<file path="src/rtl/usb_frame_scheduler_pkg.sv">
// Shared types, widths and helpers for the USB full-speed frame scheduler.
package usb_frame_scheduler_pkg;

    localparam int FRAME_NUM_W = 11;
    localparam int FRAME_POS_W = 14;

    typedef enum logic [1:0] {
        ST_IDLE  = 2'd0,
        ST_SOF   = 2'd1,
        ST_ARB   = 2'd2,
        ST_GRANT = 2'd3
    } sched_state_e;

    // Frame length in clocks.
    function automatic int frame_clks(input int mhz, input int us);
        return mhz * us;
    endfunction

    // (base + off) mod n, for base < n and off <= n.
    function automatic int wrap_idx(input int base, input int off, input int n);
        int s;
        s = base + off;
        return (s >= n) ? s - n : s;
    endfunction

endpackage

</file>
<file path="src/rtl/usb_frame_scheduler_rr_arbiter.sv">
// Round-robin pick: lowest-index active request at or after the pointer, wrapping.
module usb_rr_arbiter
    import usb_frame_scheduler_pkg::*;
#(
    parameter int NUM_REQ = 4,
    parameter int IDX_W   = 2
) (
    input  logic [NUM_REQ-1:0] req_i,
    input  logic [IDX_W-1:0]   ptr_i,
    output logic [NUM_REQ-1:0] pick_o,
    output logic [IDX_W-1:0]   idx_o,
    output logic               valid_o
);

    logic [IDX_W-1:0] cand;

    // Scan offsets from farthest to nearest so the nearest active request wins.
    always_comb begin
        pick_o  = '0;
        idx_o   = '0;
        valid_o = 1'b0;
        cand    = '0;
        for (int i = NUM_REQ - 1; i >= 0; i--) begin
            cand = IDX_W'(wrap_idx(int'(ptr_i), i, NUM_REQ));
            if (req_i[cand]) begin
                pick_o       = '0;
                pick_o[cand] = 1'b1;
                idx_o        = cand;
                valid_o      = 1'b1;
            end
        end
    end

endmodule

</file>
<file path="src/rtl/usb_frame_scheduler.sv">
// Host-side FS frame scheduler: 1 ms frame timer, SOF requests, round-robin
// sharing of the remaining bus time with an end-of-frame guard window.
module usb_frame_scheduler
    import usb_frame_scheduler_pkg::*;
#(
    parameter int CLK_FREQ_MHZ   = 12,
    parameter int FRAME_US       = 1000,
    parameter int NUM_REQ        = 4,
    parameter int EOF_GUARD_CLKS = 600
) (
    input  logic                   clk,
    input  logic                   nreset,
    input  logic                   enable,
    input  logic [NUM_REQ-1:0]     req,
    input  logic                   done,
    input  logic                   sof_ack,
    output logic [NUM_REQ-1:0]     grant,
    output logic                   sof_req,
    output logic [FRAME_NUM_W-1:0] frame_num,
    output logic [FRAME_POS_W-1:0] frame_pos,
    output logic                   busy,
    output logic                   sof_late
);

    localparam int FRAME_CLKS = frame_clks(CLK_FREQ_MHZ, FRAME_US);
    localparam int IDX_W      = (NUM_REQ > 1) ? $clog2(NUM_REQ) : 1;
    localparam logic [FRAME_POS_W-1:0] POS_LAST    = FRAME_POS_W'(FRAME_CLKS - 1);
    localparam logic [FRAME_POS_W-1:0] GUARD_START = FRAME_POS_W'(FRAME_CLKS - EOF_GUARD_CLKS);

    sched_state_e           state_q;
    logic [NUM_REQ-1:0]     grant_q;
    logic                   sof_req_q;
    logic [FRAME_NUM_W-1:0] frame_num_q;
    logic [FRAME_POS_W-1:0] frame_pos_q;
    logic                   sof_due_q;
    logic                   sof_late_q;
    logic [IDX_W-1:0]       ptr_q;

    logic [NUM_REQ-1:0] arb_pick;
    logic [IDX_W-1:0]   arb_idx;
    logic               arb_valid;
    logic               wrap;
    logic               sof_pend;

    usb_rr_arbiter #(.NUM_REQ(NUM_REQ), .IDX_W(IDX_W)) u_arb (
        .req_i   (req),
        .ptr_i   (ptr_q),
        .pick_o  (arb_pick),
        .idx_o   (arb_idx),
        .valid_o (arb_valid)
    );

    // A wrap on this clock counts as an SOF already due, so the SOF lands at frame_pos 0.
    assign wrap     = (state_q != ST_IDLE) && (frame_pos_q == POS_LAST);
    assign sof_pend = sof_due_q | wrap;

    // Frame timer plus scheduler FSM; every output is a register.
    always_ff @(posedge clk or negedge nreset) begin
        if (!nreset) begin
            state_q     <= ST_IDLE;
            grant_q     <= '0;
            sof_req_q   <= 1'b0;
            frame_num_q <= '0;
            frame_pos_q <= '0;
            sof_due_q   <= 1'b0;
            sof_late_q  <= 1'b0;
            ptr_q       <= '0;
        end else begin
            if (state_q != ST_IDLE) begin
                if (wrap) begin
                    frame_pos_q <= '0;
                    frame_num_q <= frame_num_q + FRAME_NUM_W'(1);
                    sof_due_q   <= 1'b1;
                end else begin
                    frame_pos_q <= frame_pos_q + FRAME_POS_W'(1);
                end
            end
            case (state_q)
                ST_IDLE: begin
                    if (enable) begin
                        state_q     <= ST_SOF;
                        sof_req_q   <= 1'b1;
                        frame_num_q <= '0;
                        sof_due_q   <= 1'b0;
                        sof_late_q  <= 1'b0;
                    end
                end
                ST_SOF: begin
                    if (sof_ack) begin
                        // A wrap on the ack clock leaves the next SOF already pending.
                        sof_due_q <= wrap;
                        if (!enable) begin
                            state_q     <= ST_IDLE;
                            sof_req_q   <= 1'b0;
                            frame_pos_q <= '0;
                        end else if (!wrap) begin
                            state_q   <= ST_ARB;
                            sof_req_q <= 1'b0;
                        end
                    end
                end
                ST_ARB: begin
                    if (sof_pend) begin
                        state_q   <= ST_SOF;
                        sof_req_q <= 1'b1;
                    end else if (frame_pos_q < GUARD_START) begin
                        if (!enable) begin
                            state_q     <= ST_IDLE;
                            frame_pos_q <= '0;
                        end else if (arb_valid) begin
                            state_q <= ST_GRANT;
                            grant_q <= arb_pick;
                            ptr_q   <= IDX_W'(wrap_idx(int'(arb_idx), 1, NUM_REQ));
                        end
                    end
                end
                ST_GRANT: begin
                    if (wrap) sof_late_q <= 1'b1;
                    if (done) begin
                        grant_q <= '0;
                        if (!enable) begin
                            state_q     <= ST_IDLE;
                            frame_pos_q <= '0;
                        end else if (sof_pend) begin
                            state_q   <= ST_SOF;
                            sof_req_q <= 1'b1;
                        end else begin
                            state_q <= ST_ARB;
                        end
                    end
                end
                default: state_q <= ST_IDLE;
            endcase
        end
    end

    assign grant     = grant_q;
    assign sof_req   = sof_req_q;
    assign frame_num = frame_num_q;
    assign frame_pos = frame_pos_q;
    assign busy      = sof_req_q | (|grant_q);
    assign sof_late  = sof_late_q;

endmodule
</file>
<file path="config.mk">
export PLATFORM = sky130hd
export DESIGN_NAME = usb_frame_scheduler
export DESIGN_NICKNAME = d
export VERILOG_FILES = /design/src/rtl/usb_frame_scheduler_pkg.sv /design/src/rtl/usb_frame_scheduler_rr_arbiter.sv /design/src/rtl/usb_frame_scheduler.sv
export SDC_FILE = /design/constraint.sdc
export NUM_CORES = 1
export LEC_CHECK = 0
export CORE_MARGIN = 5
export CORE_UTILIZATION = 53
export CTS_CLUSTER_DIAMETER = 200
export DETAILED_ROUTE_END_ITERATION = 16
export PLACE_DENSITY = 0.87
export SYNTH_ARGS = -nofsm -noshare
export SYNTH_HDL_FRONTEND = slang
export SYNTH_SLANG_ARGS = --single-unit
</file>
<file path="constraint.sdc">
create_clock -name clk -period 3.2 [get_ports clk]
set_input_delay 0.48 -clock clk [delete_from_list [all_inputs] [get_ports clk]]
set_output_delay 0.48 -clock clk [all_outputs]
set_load 0.01 [all_outputs]
</file>
==> impl_metrics.yaml <==
global_route:
  grt_max_degree: 37
  antenna_found_initial: 0
  grt_usage_pct: 19.7
  grt_pass1_vias: 1990
  grt-ovfl-total: 0
  grt_pass1_wl_mm: 9.45
power_and_ir_drop:
  pwr-share-clk_pct: 20.2
  switching_share_pct: 38.6
  p_leak_nw: 1.22
  p_sw_uw: 757
  p_seq_share_pct: 34.6
  p_int_mw: 1.20
  power_frac_comb_pct: 45.2
  max-vdd-ir-drop_v: 0.000277
  pwr_density_cell_nw_per_um2: 686
sta:
  hold_viol_final: 0
  max_freq_mhz: 385
  period_needed_ps: 2600
  worst_hold_slack_ps: 503
  finalCritPeriodShare_pct: 81.1
  slew_violations: 0
  setup_viol: 0
  slew_headroom_pct: 65.0
  rsz0062_at_grt: "no"
  worst_pin_slew_ps: 525
  clock_skew_ps: 7.11
  final.setup.tns_ps: 0
route:
  postRouteAntennaNets: 0
  vias_per_cell: 5.81
  route.detailed.drc: 0
  vias: 1986
  firstDrtPassIters: 4
  drtIter0Drc: 160
  wl_per_cell_um: 15.6
  wirelength_mm: 5.35
synthesis:
  avgSynthCellArea_um2: 9.37
  synth_area_um2: 2310
  synth-warning-count: 0
  synth_top_area_share_pct: 39.1
  synthTopCellsByArea: "dfrtp_1 39%, nor2_1 6.0%, ha_1 5.4%"
  yosysSeqAreaShare_pct: 39.1
  synth_top_flop_cell: "dfrtp_1"
  syn-num-nets: 265
  yosysTopAreaCell: "dfrtp_1"
  synth_edf_count: 0
  ys_seq_elements: 36
  ys_async_sr_fraction_pct: 100
  synthCells: 246
  post_synth_num_cell_types: 47
clocking:
  cts-root-buf: "clkbuf_8"
  cts_buffers: 5
  clk_pin_slew_ps: 70
  insertion_delay_ps: 290
  cts_resized: 0
  post_cts_buffers: 0
  cts_hold_buf: 0
  cts_max_path_buffers: 2
  htreeDepth: 2
  cts_sinks: 36
  cts_tree: "done"
cells_and_area:
  synthToLayoutAreaGrowth_pct: 23.9
  nets: 308
  fill_cells: 357
  n_antenna_cell: 0
  final_cells: 342
  drive_above_1_share_pct: 10.0
die:
  fp.dieH_um: 76.0
  die_x_um: 76.0
  initial_core_util_pct: 53.7
  dieArea_um2: 5770
  core_area_um2: 4290
  rows: 24
  ios: 41
worst_setup_path:
  critPathRequiredTime_ps: 3380
  slowest_stage: "dfrtp_1"
  worst_setup_path_end_kind: "register"
  worst-setup-path-type: "register to register"
  critPathLaunchType: "register"
  path_cells: "inv_1 > ha_1 > mux4_2 > nor2b_1 > o21ai_0 > o21a_1 > a221o_1"
  arrival_ps: 2770
  cpPeakStageDelay_ps: 670
  crit_fanout: 13
flow_run:
  cap_violations: 0
placement:
  dp_hpwl_mm: 3.84
  dp.cells: 334
  io_buffer_count: 40
  place.gp.congestion: 0.865
hold_path:
  hp-class: "register to register"
status:
  status: "finished clean"
-- flip-flops by register name (all words and copies together), names as in the netlist --
register	flops
frame_num	11
frame_pos	14
grant	4
ptr_q	2
sof_due_q	1
sof_late	1
sof_req	1
state_q	2
-- final cells by class --
type	count	area, um2	share of cell area [%]
clock buffer	6	72.6	2.54
clock inverter	2	35.0	1.23
inverter	8	30.0	1.05
multi-input combinational	195	1330	46.6
sequential	36	901	31.5
tap	52	65.1	2.28
timing repair buffer	43	423	14.8
-- critical path: cells and delay by family, from the launching register on --
family                     cells  cell delay, ps
and+or+nand+nor                1             320
DFF                            1             670
muxes                          1             230
adders and majority gates      1             400
AOI/OAI and AO/OA              3             630
buffers and inverters          1             230
-- path summary, 6_finish.rpt --
check	start	slack [ps]	end	cells past startpoint
worst max-delay path	ptr_q[0]$_DFFE_PN0P_	600	ptr_q[1]$_DFFE_PN0P_	7
worst min-delay path	frame_num[10]$_DFF_PN0_	500	frame_num[10]$_DFF_PN0_	1
worst max register to register	ptr_q[0]$_DFFE_PN0P_	600	ptr_q[1]$_DFFE_PN0P_	7
worst min register to register	frame_num[10]$_DFF_PN0_	500	frame_num[10]$_DFF_PN0_	1
max in group asynchronous	nreset	2280	frame_pos[13]$_DFF_PN0_	2
min in group asynchronous	nreset	590	frame_num[4]$_DFF_PN0_	2
-- metrics by stage --
step / power, mW / worst slack, ps / cell area (um2) / util (%)
2_1_floorplan: 1.29 / 958 / 2310 / -
3_3_place_gp: 1.53 / 652 / 2750 / 64.0
3_5_place_dp: 1.56 / 563 / 2750 / 64.0
4_1_cts: 1.97 / 634 / 2860 / 66.6
5_1_grt: 2.10 / 382 / 2860 / 66.6
6_report: 1.96 / 605 / 2860 / 66.6
-- logic make-up (layout without fill, tap and decap cells) --
family / Yosys count / in the layout / synth area share (%)
compound gates: 50 / 50 / 14.5
xor+xnor: 18 / 18 / 6.84
fa+ha+maj: 10 / 10 / 5.43
buf+inv: 15 / 59 / 3.20
flops: 36 / 36 / 39.1
mux: 11 / 11 / 7.27
simple gates: 106 / 106 / 23.7
-- Yosys cell counts, types with 2 or more instances --
library cell	count
nand4b_1	2
or3_2	2
inv_1	8
nand2b_1	3
a211oi_1	2
nand3_1	5
o31ai_1	2
xor2_1	12
nor2b_1	2
buf_2	2
buf_4	2
nand2_1	27
or2_2	2
mux4_2	4
a22oi_1	4
nor2_1	37
a21oi_1	15
nand4_1	7
and3_1	3
and2_1	2
nor4_1	4
o211ai_1	3
dfrtp_1	36
clkbuf_1	2
ha_1	10
o22ai_1	3
o21ai_0	6
mux2_2	6
xnor2_1	6
nor3_1	4
o21a_1	2
o221ai_1	6
-- power by group through the flow --
stage | Sequential [mW] | Combinational (mW) | Clock [mW]
2_1_floorplan | 0.640 | 0.645 | 0
3_3_place_gp | 0.674 | 0.853 | 0
3_5_place_dp | 0.681 | 0.877 | 0
4_1_cts | 0.677 | 0.886 | 0.403
5_1_grt | 0.700 | 0.976 | 0.423
6_report | 0.678 | 0.886 | 0.396
-- placed cells by master, fill, tap and decap left out, types with 5 or more instances in the layout --
cell,instances
a21oi_1,15
clkbuf_8,5
clkdlybuf4s50_1,40
dfrtp_1,36
ha_1,10
inv_1,8
mux2_2,6
nand2_1,27
nand3_1,5
nand4_1,7
nor2_1,37
o21ai_0,6
o221ai_1,6
xnor2_1,6
xor2_1,12
-- layer usage --
layer,vias up,part of all wire (%),GRT usage [%]
met4,0,1.4,6.23
met1,940,45,25.7
met3,8,4.9,4.38
met2,64,49,32.3
met5,-,0,0
li1,974,-,-
Note: power is estimated with default switching activity, not from simulation.
